<file path="config.mk">
export PLATFORM = sky130hd
export DESIGN_NAME = seq_shift_add_multiplier
export DESIGN_NICKNAME = d
export VERILOG_FILES = /design/src/rtl/seq_shift_add_multiplier.sv
export SDC_FILE = /design/constraint.sdc
export NUM_CORES = 1
export LEC_CHECK = 0
export BUFFER_PORTS_ARGS = -buffer_cell sky130_fd_sc_hd__buf_2
export CELL_PAD_IN_SITES_DETAIL_PLACEMENT = 1
export CELL_PAD_IN_SITES_GLOBAL_PLACEMENT = 1
export CORE_MARGIN = 10
export CORE_UTILIZATION = 43
export CTS_CLUSTER_SIZE = 8
export DETAILED_ROUTE_END_ITERATION = 10
export GPL_TIMING_DRIVEN = 1
export PLACE_DENSITY_LB_ADDON = 0.08
export SYNTH_ARGS = -nofsm -noshare
export SYNTH_HDL_FRONTEND = slang
export SYNTH_SLANG_ARGS = --single-unit
export TNS_END_PERCENT = 10
</file>
<file path="constraint.sdc">
create_clock -name clk -period 4.6 [get_ports clk]
set_input_delay 0.23 -clock clk [delete_from_list [all_inputs] [get_ports clk]]
set_output_delay 0.23 -clock clk [all_outputs]
set_load 0.01 [all_outputs]
</file>
<file path="src/rtl/seq_shift_add_multiplier.sv">
// seq_shift_add_multiplier: multi-cycle shift-add multiplier, BITS_PER_CYCLE rows per clock, unsigned or signed
module seq_shift_add_multiplier #(
  parameter int WIDTH = 8,
  parameter int BITS_PER_CYCLE = 1
) (
  input  logic                 clk,
  input  logic                 rst,
  input  logic                 in_valid,
  output logic                 in_ready,
  input  logic [WIDTH-1:0]     A,
  input  logic [WIDTH-1:0]     B,
  input  logic                 signed_mode,
  output logic                 out_valid,
  input  logic                 out_ready,
  output logic [2*WIDTH-1:0]   P,
  output logic                 busy
);
  localparam int N = WIDTH / BITS_PER_CYCLE;
  localparam int CW = (N > 1) ? $clog2(N) : 1;
  localparam int W2 = 2 * WIDTH;
  typedef enum logic [1:0] {IDLE, RUN, DONE} state_t;
  state_t state, state_d;
  logic [W2-1:0] a_sh, acc, acc_d, row, p_r;
  logic [WIDTH-1:0] b_sh;
  logic sm;
  logic [CW-1:0] cnt;
  logic accept, last;
  assign in_ready  = state == IDLE;
  assign out_valid = state == DONE;
  assign busy      = state != IDLE;
  assign P         = p_r;
  assign accept    = in_valid & in_ready;
  assign last      = state == RUN && cnt == '0;
  always_comb begin
    state_d = state;
    if (accept) state_d = RUN;
    else if (last) state_d = DONE;
    else if (state == DONE && out_ready) state_d = IDLE;
  end
  // the final row of the final cycle is B's MSB; in signed mode it carries negative weight
  always_comb begin
    acc_d = acc;
    row = '0;
    for (int j = 0; j < BITS_PER_CYCLE; j++) begin
      row = b_sh[j] ? a_sh << j : '0;
      acc_d = (sm && cnt == '0 && j == BITS_PER_CYCLE - 1) ? acc_d - row : acc_d + row;
    end
  end
  always_ff @(posedge clk) begin
    if (rst) begin
      state <= IDLE;
      acc   <= '0;
      cnt   <= '0;
      p_r   <= '0;
      a_sh  <= '0;
      b_sh  <= '0;
      sm    <= 1'b0;
    end else begin
      state <= state_d;
      if (accept) begin
        a_sh <= signed_mode ? {{WIDTH{A[WIDTH-1]}}, A} : {{WIDTH{1'b0}}, A};
        b_sh <= B;
        sm   <= signed_mode;
        acc  <= '0;
        cnt  <= CW'(N - 1);
      end else if (state == RUN) begin
        acc  <= acc_d;
        a_sh <= a_sh << BITS_PER_CYCLE;
        b_sh <= b_sh >> BITS_PER_CYCLE;
        cnt  <= cnt - 1'b1;
        if (cnt == '0) p_r <= acc_d;
      end
    end
  end
endmodule

</file>
==> impl_metrics.tcl, run 1 <==
set metrics [dict create \
    fin_area_um2 4070 \
    netlist-cell-type-count 55 \
    synth_top_cell_by_area "dfxtp_1" \
    diodes 0 \
    antenna_left 0 \
    antenna_found_initial 0 \
    cts_buffers 9 \
    clock_skew_ns 0.0124 \
    routedWlPerCell_um 17.4 \
    num_rows 33 \
    p_leak_nw 1.64 \
    cp.required_ns 4.81 \
    crit_slowest_cell "a2111oi_0" \
    nets 539 \
    synth_ff_type "dfxtp_1" \
    drc 0 \
    pre_cts_ws_ns 0.916 \
    r2r_slack_ns 0.92 \
    drive_gt1_frac 0.137 \
    ios 40 \
    dpl_cell_area_um2 3910 \
    hp-class "in -> reg" \
    async_reset_ff_frac 0 \
    syn-mean-instance-area_um2 7.72 \
    power_density_nw_per_um2 428 \
    worst_pin_slew_ns 1.13 \
    portBuffers 39 \
    initial_core_util 0.442 \
    grt_setup_unrepaired "no" \
    fin_setup_tns_ns 0 \
    clockBufferDepth 2 \
    status "complete, no violations" \
    synth_edf_count 0 \
    fin_crit_sh 0.801 \
    seq_area_frac_synth 0.340 \
    finalSetupViolations 0 \
    viasPerCell 5.80 \
    ir_drop_v 0.000180 \
    drt_wl_total_um 10600 \
    core-area_um2 8260 \
    cpPeakStageDelay_ns 0.62 \
    synth_warnings 0 \
    cp-start-kind "flip-flop" \
    grt_max_degree 38 \
    syn-cell-area_um2 3650 \
    ys_ff_latch 62 \
    drt_iter0_markers 145 \
    maxCapViolCount 0 \
    critical_path.cell_chain "inv_1 -> ha_1 -> and3b_1 -> nor2_1 -> nor2_1 -> a31oi_1 -> o21ai_0 -> ha_1 -> o211ai_1 -> a21o_1 -> a31o_2 -> nor4b_1 -> a2111oi_0 -> o31ai_1" \
    clk-insertion-delay-late_ns 0.36 \
    slew_headroom 0.242 \
    first_pass_iters 4 \
    die_x_um 112 \
    die_h_um 112 \
    syn_to_final_growth_pct 11.5 \
    cts_setup_buffers 0 \
    post-route-min-period_ns 3.68 \
    cp.arrival_ns 3.90 \
    syn_inst 473 \
    grt_overflow 0 \
    grt_pass1_vias 3599 \
    dp_hpwl_um 7620 \
    ctsResizeCount 0 \
    grt_pass1_wl_um 17900 \
    fmax_ghz 0.271 \
    drv_slew 0 \
    cts_root_buf "clkbuf_8" \
    crit_fanout 9 \
    cts_sinks 62 \
    cts_hold_buf 0 \
    hold_violations 0 \
    num_vias 3530 \
    dieArea_um2 12600 \
    yosysTopAreaCellShare 0.340 \
    syn_nets 513 \
    track_usage 0.170 \
    end_kind "flip-flop" \
    h-tree-depth 3 \
    clk_pin_slew_worst_paths_ns 0.07 \
    gp_congestion 0.893 \
    setup_ws_ns 0.915 \
    synth_area_leaders "dfxtp_1, a21oi_1, nand2_1" \
    path_class "reg -> reg" \
    cts_tree "done" \
    whs_ns 0.113 \
]
cells in the final DEF (no fill, tap or decap), types with 11 or more instances in the layout:
cell | netlist | final
buf_2 | 1 | 39
ha_1 | 18 | 18
dfxtp_1 | 62 | 62
a22oi_1 | 15 | 15
nand2_1 | 78 | 78
nor3_1 | 17 | 17
nand3b_1 | 11 | 11
nor2_1 | 32 | 32
a21oi_1 | 66 | 66
nand3_1 | 17 | 17
o21ai_0 | 13 | 13
inv_1 | 12 | 12
synthesized netlist by cell type, drive strengths merged, types with 2 or more instances:
cell    instances
a31o            2
clkbuf         23
or4             4
mux2i           4
nor3b           3
a21oi          66
nand3b         11
o41ai           2
a22oi          15
nor3           18
o31ai           8
inv            12
and2            3
nand2          78
a211oi          6
nand2b          8
o211ai          7
nor2           32
xnor2           9
nor4            4
a21o            5
nand4b          2
ha             18
nand4           3
o21ai          15
dfxtp          62
buf             6
a21boi          2
nor2b           2
a31oi           2
nand3          17
xor2            9
path summary, 6_finish.rpt:
path                     endpoint  cells after the start                start
max             P[9]$_SDFFE_PP0P_                     14  cnt[0]$_SDFFE_PP0P_
min          a_sh[0]$_SDFFE_PP0P_                      3                 A[0]
max reg2reg     P[9]$_SDFFE_PP0P_                     14  cnt[0]$_SDFFE_PP0P_
min reg2reg     P[5]$_SDFFE_PP0P_                      2    P[5]$_SDFFE_PP0P_
final cells by class:
class / instances / area [µm²]
Multi-Input combinational cell: 370 / 2250
Timing Repair Buffer: 44 / 233
Sequential cell: 62 / 1240
Tap cell: 105 / 131
Inverter: 12 / 45.0
Fill cell: 1070 / 4190
Clock buffer: 12 / 145
Clock inverter: 4 / 22.5
flip-flops by register name, indices dropped and copies added, names as in the netlist:
signal / flops
b_sh: 8
P: 16
acc: 16
state: 2
cnt: 3
sm: 1
a_sh: 16
critical path: cells and delay by family (launching register included):
family	cells	cell delay (ns)
adders and majority gates	2	0.64
DFF	1	0.35
buffers and inverters	1	0.06
AOI/OAI and AO/OA	7	1.70
and+or+nand+nor	4	0.78
report_power, final:
part	internal [mW]	switching, mW
Combinational	0.260	0.402
Sequential	0.592	0.0585
Clock	0.208	0.224
Total	1.06	0.684
layer usage:
layer	wire (µm)	GRT usage	vias up
li1	-	-	1749
met1	4820	0.204	1712
met2	5140	0.289	53
met3	389	0.0383	16
met4	219	0.0618	0
met5	0	0	-
logic make-up after synthesis:
family | count (synthesis) | synth area share
buffers and inverters | 41 | 0.0445
multiplexers | 4 | 0.0110
AO/OA/AOI/OAI | 139 | 0.234
adder cells (fa/ha/maj) | 19 | 0.0672
AND/OR/NAND/NOR | 190 | 0.260
XOR/XNOR | 18 | 0.0432
flip-flops | 62 | 0.340
per-stage QoR:
step           instances  total power [mW]   util
2_1_floorplan        473              1.15      -
3_3_place_gp         593              1.29  0.473
3_5_place_dp         593              1.32  0.473
4_1_cts              609              1.75  0.493
5_1_grt              609              1.87  0.493
6_report             609              1.74  0.493
Power figures use the tool's default switching activity.
==> run 2: changes to the inputs <==
Settings changed: CORE_UTILIZATION 43 to 39.
Clock period 4.6 ns to 3.1 ns, I/O delays scaled along.
==> impl_metrics.tcl, run 2 (synthesized netlist as in run 1, its figures left out) <==
set metrics [dict create \
    viasPerCell 5.58 \
    portBuffers 39 \
    first_pass_iters 4 \
    final_common_cell "buf_4" \
    cts_sinks 62 \
    ir_drop_v 0.000217 \
    antenna_found_initial 0 \
    track_usage 0.188 \
    cp.arrival_ns 3.59 \
    grt_overflow 0 \
    cpPeakStageDelay_ns 0.53 \
    cp.required_ns 3.39 \
    fin_crit_sh 1.06 \
    place_inst 669 \
    power_density_nw_per_um2 637 \
    path_delay_family "simple AND/OR/NAND/NOR gates" \
    nets 624 \
    critical_path.cell_chain "or4_4 -> nand2b_4 -> nor3_2 -> buf_4 -> nor2_2 -> xor2_1 -> nand2_1 -> ha_4 -> o21ai_4 -> o211ai_1 -> a221oi_4 -> o41ai_2 -> or4_1 -> nand3_1" \
    grt_setup_unrepaired "yes" \
    finalSetupViolations 9 \
    hp-class "in -> reg" \
    drv_slew 0 \
    clock_skew_ns 0.00787 \
    reg2regPathDepth 14 \
    ios 40 \
    dp_hpwl_um 8880 \
    antenna_left 0 \
    crit_buf_inv 1 \
    dpl_cell_area_um2 4470 \
    whs_ns 0.0456 \
    clk_pin_slew_worst_paths_ns 0.07 \
    cp-start-kind "flip-flop" \
    finalNonFillerCells 700 \
    diodes 0 \
    die_x_um 117 \
    cts_tree "done" \
    hold_violations 0 \
    slew_headroom 0.481 \
    status "finished, violations left" \
    num_rows 35 \
    die_h_um 117 \
    worst_pin_slew_ns 0.778 \
    cts_hold_buf 0 \
    cts_buffers 9 \
    violations "setup timing" \
    fmax_ghz 0.303 \
    cts_root_buf "clkbuf_8" \
    initial_core_util 0.397 \
    grt_max_degree 44 \
    gp_congestion 0.882 \
    drive_gt1_frac 0.334 \
    total_power_mw 3.18 \
    crit_fanout 3 \
    final_cell_mix "buf_4, nand2_1, a21oi_1, dfxtp_1, buf_2" \
    fin_area_um2 4990 \
    crit_slowest_cell "or4_4" \
    drc 0 \
    maxCapViolCount 0 \
    dieArea_um2 13600 \
    grt_pass1_wl_um 20500 \
    syn_to_final_growth_pct 36.7 \
    p_leak_nw 2.11 \
    path_depth 14 \
    post-route-min-period_ns 3.30 \
    path_class "reg -> reg" \
    h-tree-depth 3 \
    core-area_um2 9200 \
    clk-insertion-delay-late_ns 0.35 \
    routedWlPerCell_um 18.3 \
    num_vias 3903 \
    clockBufferDepth 2 \
    drt_wl_total_um 12800 \
    grt_pass1_vias 4095 \
    hold-path-cell-count 3 \
    setup_ws_ns -0.200 \
    drt_iter0_markers 150 \
    end_kind "flip-flop" \
]
-- run 2: cell types whose count changed in the layout (fill, tap and decap cells not counted), sizes merged --
| cell | before | now |
|---|---|---|
| clkinvlp | 1 | 2 |
| buf | 44 | 129 |
| clkinv | 3 | 4 |
| clkbuf | 12 | 10 |
-- run 2: where the power goes --
group	internal (mW)	switching [mW]	leakage (nW)	total (mW)
clock	0.287	0.349	0.0820	0.636
combinational	0.773	0.821	1.52	1.59
sequential	0.880	0.0699	0.508	0.949
-- run 2: worst min-delay path: cells and delay by family --
kind	cells	cell delay, ns
buffers and inverters	1	0.10
AO/OA/AOI/OAI	1	0.05
AND/OR/NAND/NOR	1	0.05
-- run 2: final cells by class --
type | instances | area (µm²)
timing repair buffer | 129 | 882
clock inverter | 6 | 38.8
clock buffer | 10 | 128
sequential | 62 | 1250
inverter | 12 | 45.0
tap | 111 | 139
multi-input combinational | 370 | 2510
fill | 1124 | 4210
-- run 2: timing repair --
action,CTS,global route
gates cloned,0,0
pin swaps,23,21
endpoints found under the hold margin,0,0
setup endpoints to repair,16,14
buffers inserted,10,6
resized for setup,39,16
-- run 2: per-layer routing --
layer | global-route usage | share of wire | vias up
li1 | - | - | 1911
met1 | 0.220 | 0.43 | 1903
met2 | 0.340 | 0.51 | 64
met3 | 0.0318 | 0.037 | 25
met4 | 0.0626 | 0.021 | 0
met5 | 0 | 0 | -
-- run 2: through the flow --
stage	setup slack [ns]	setup TNS (ns)	util
2_1_floorplan	-0.00423	-0.00423	-
3_3_place_gp	-0.117	-0.588	0.487
3_5_place_dp	-0.251	-1.89	0.487
4_1_cts	-0.0522	-0.258	0.530
5_1_grt	-0.387	-2.50	0.543
6_report	-0.200	-0.728	0.543
-- run 2: final timing paths --
check	from	to	slack [ns]
min reg2reg	P[5]$_SDFFE_PP0P_	P[5]$_SDFFE_PP0P_	0.45
max	a_sh[4]$_SDFFE_PP0P_	P[15]$_SDFFE_PP0P_	-0.20
min	B[7]	b_sh[7]$_SDFFE_PP0P_	0.05
max reg2reg	a_sh[4]$_SDFFE_PP0P_	P[15]$_SDFFE_PP0P_	-0.20
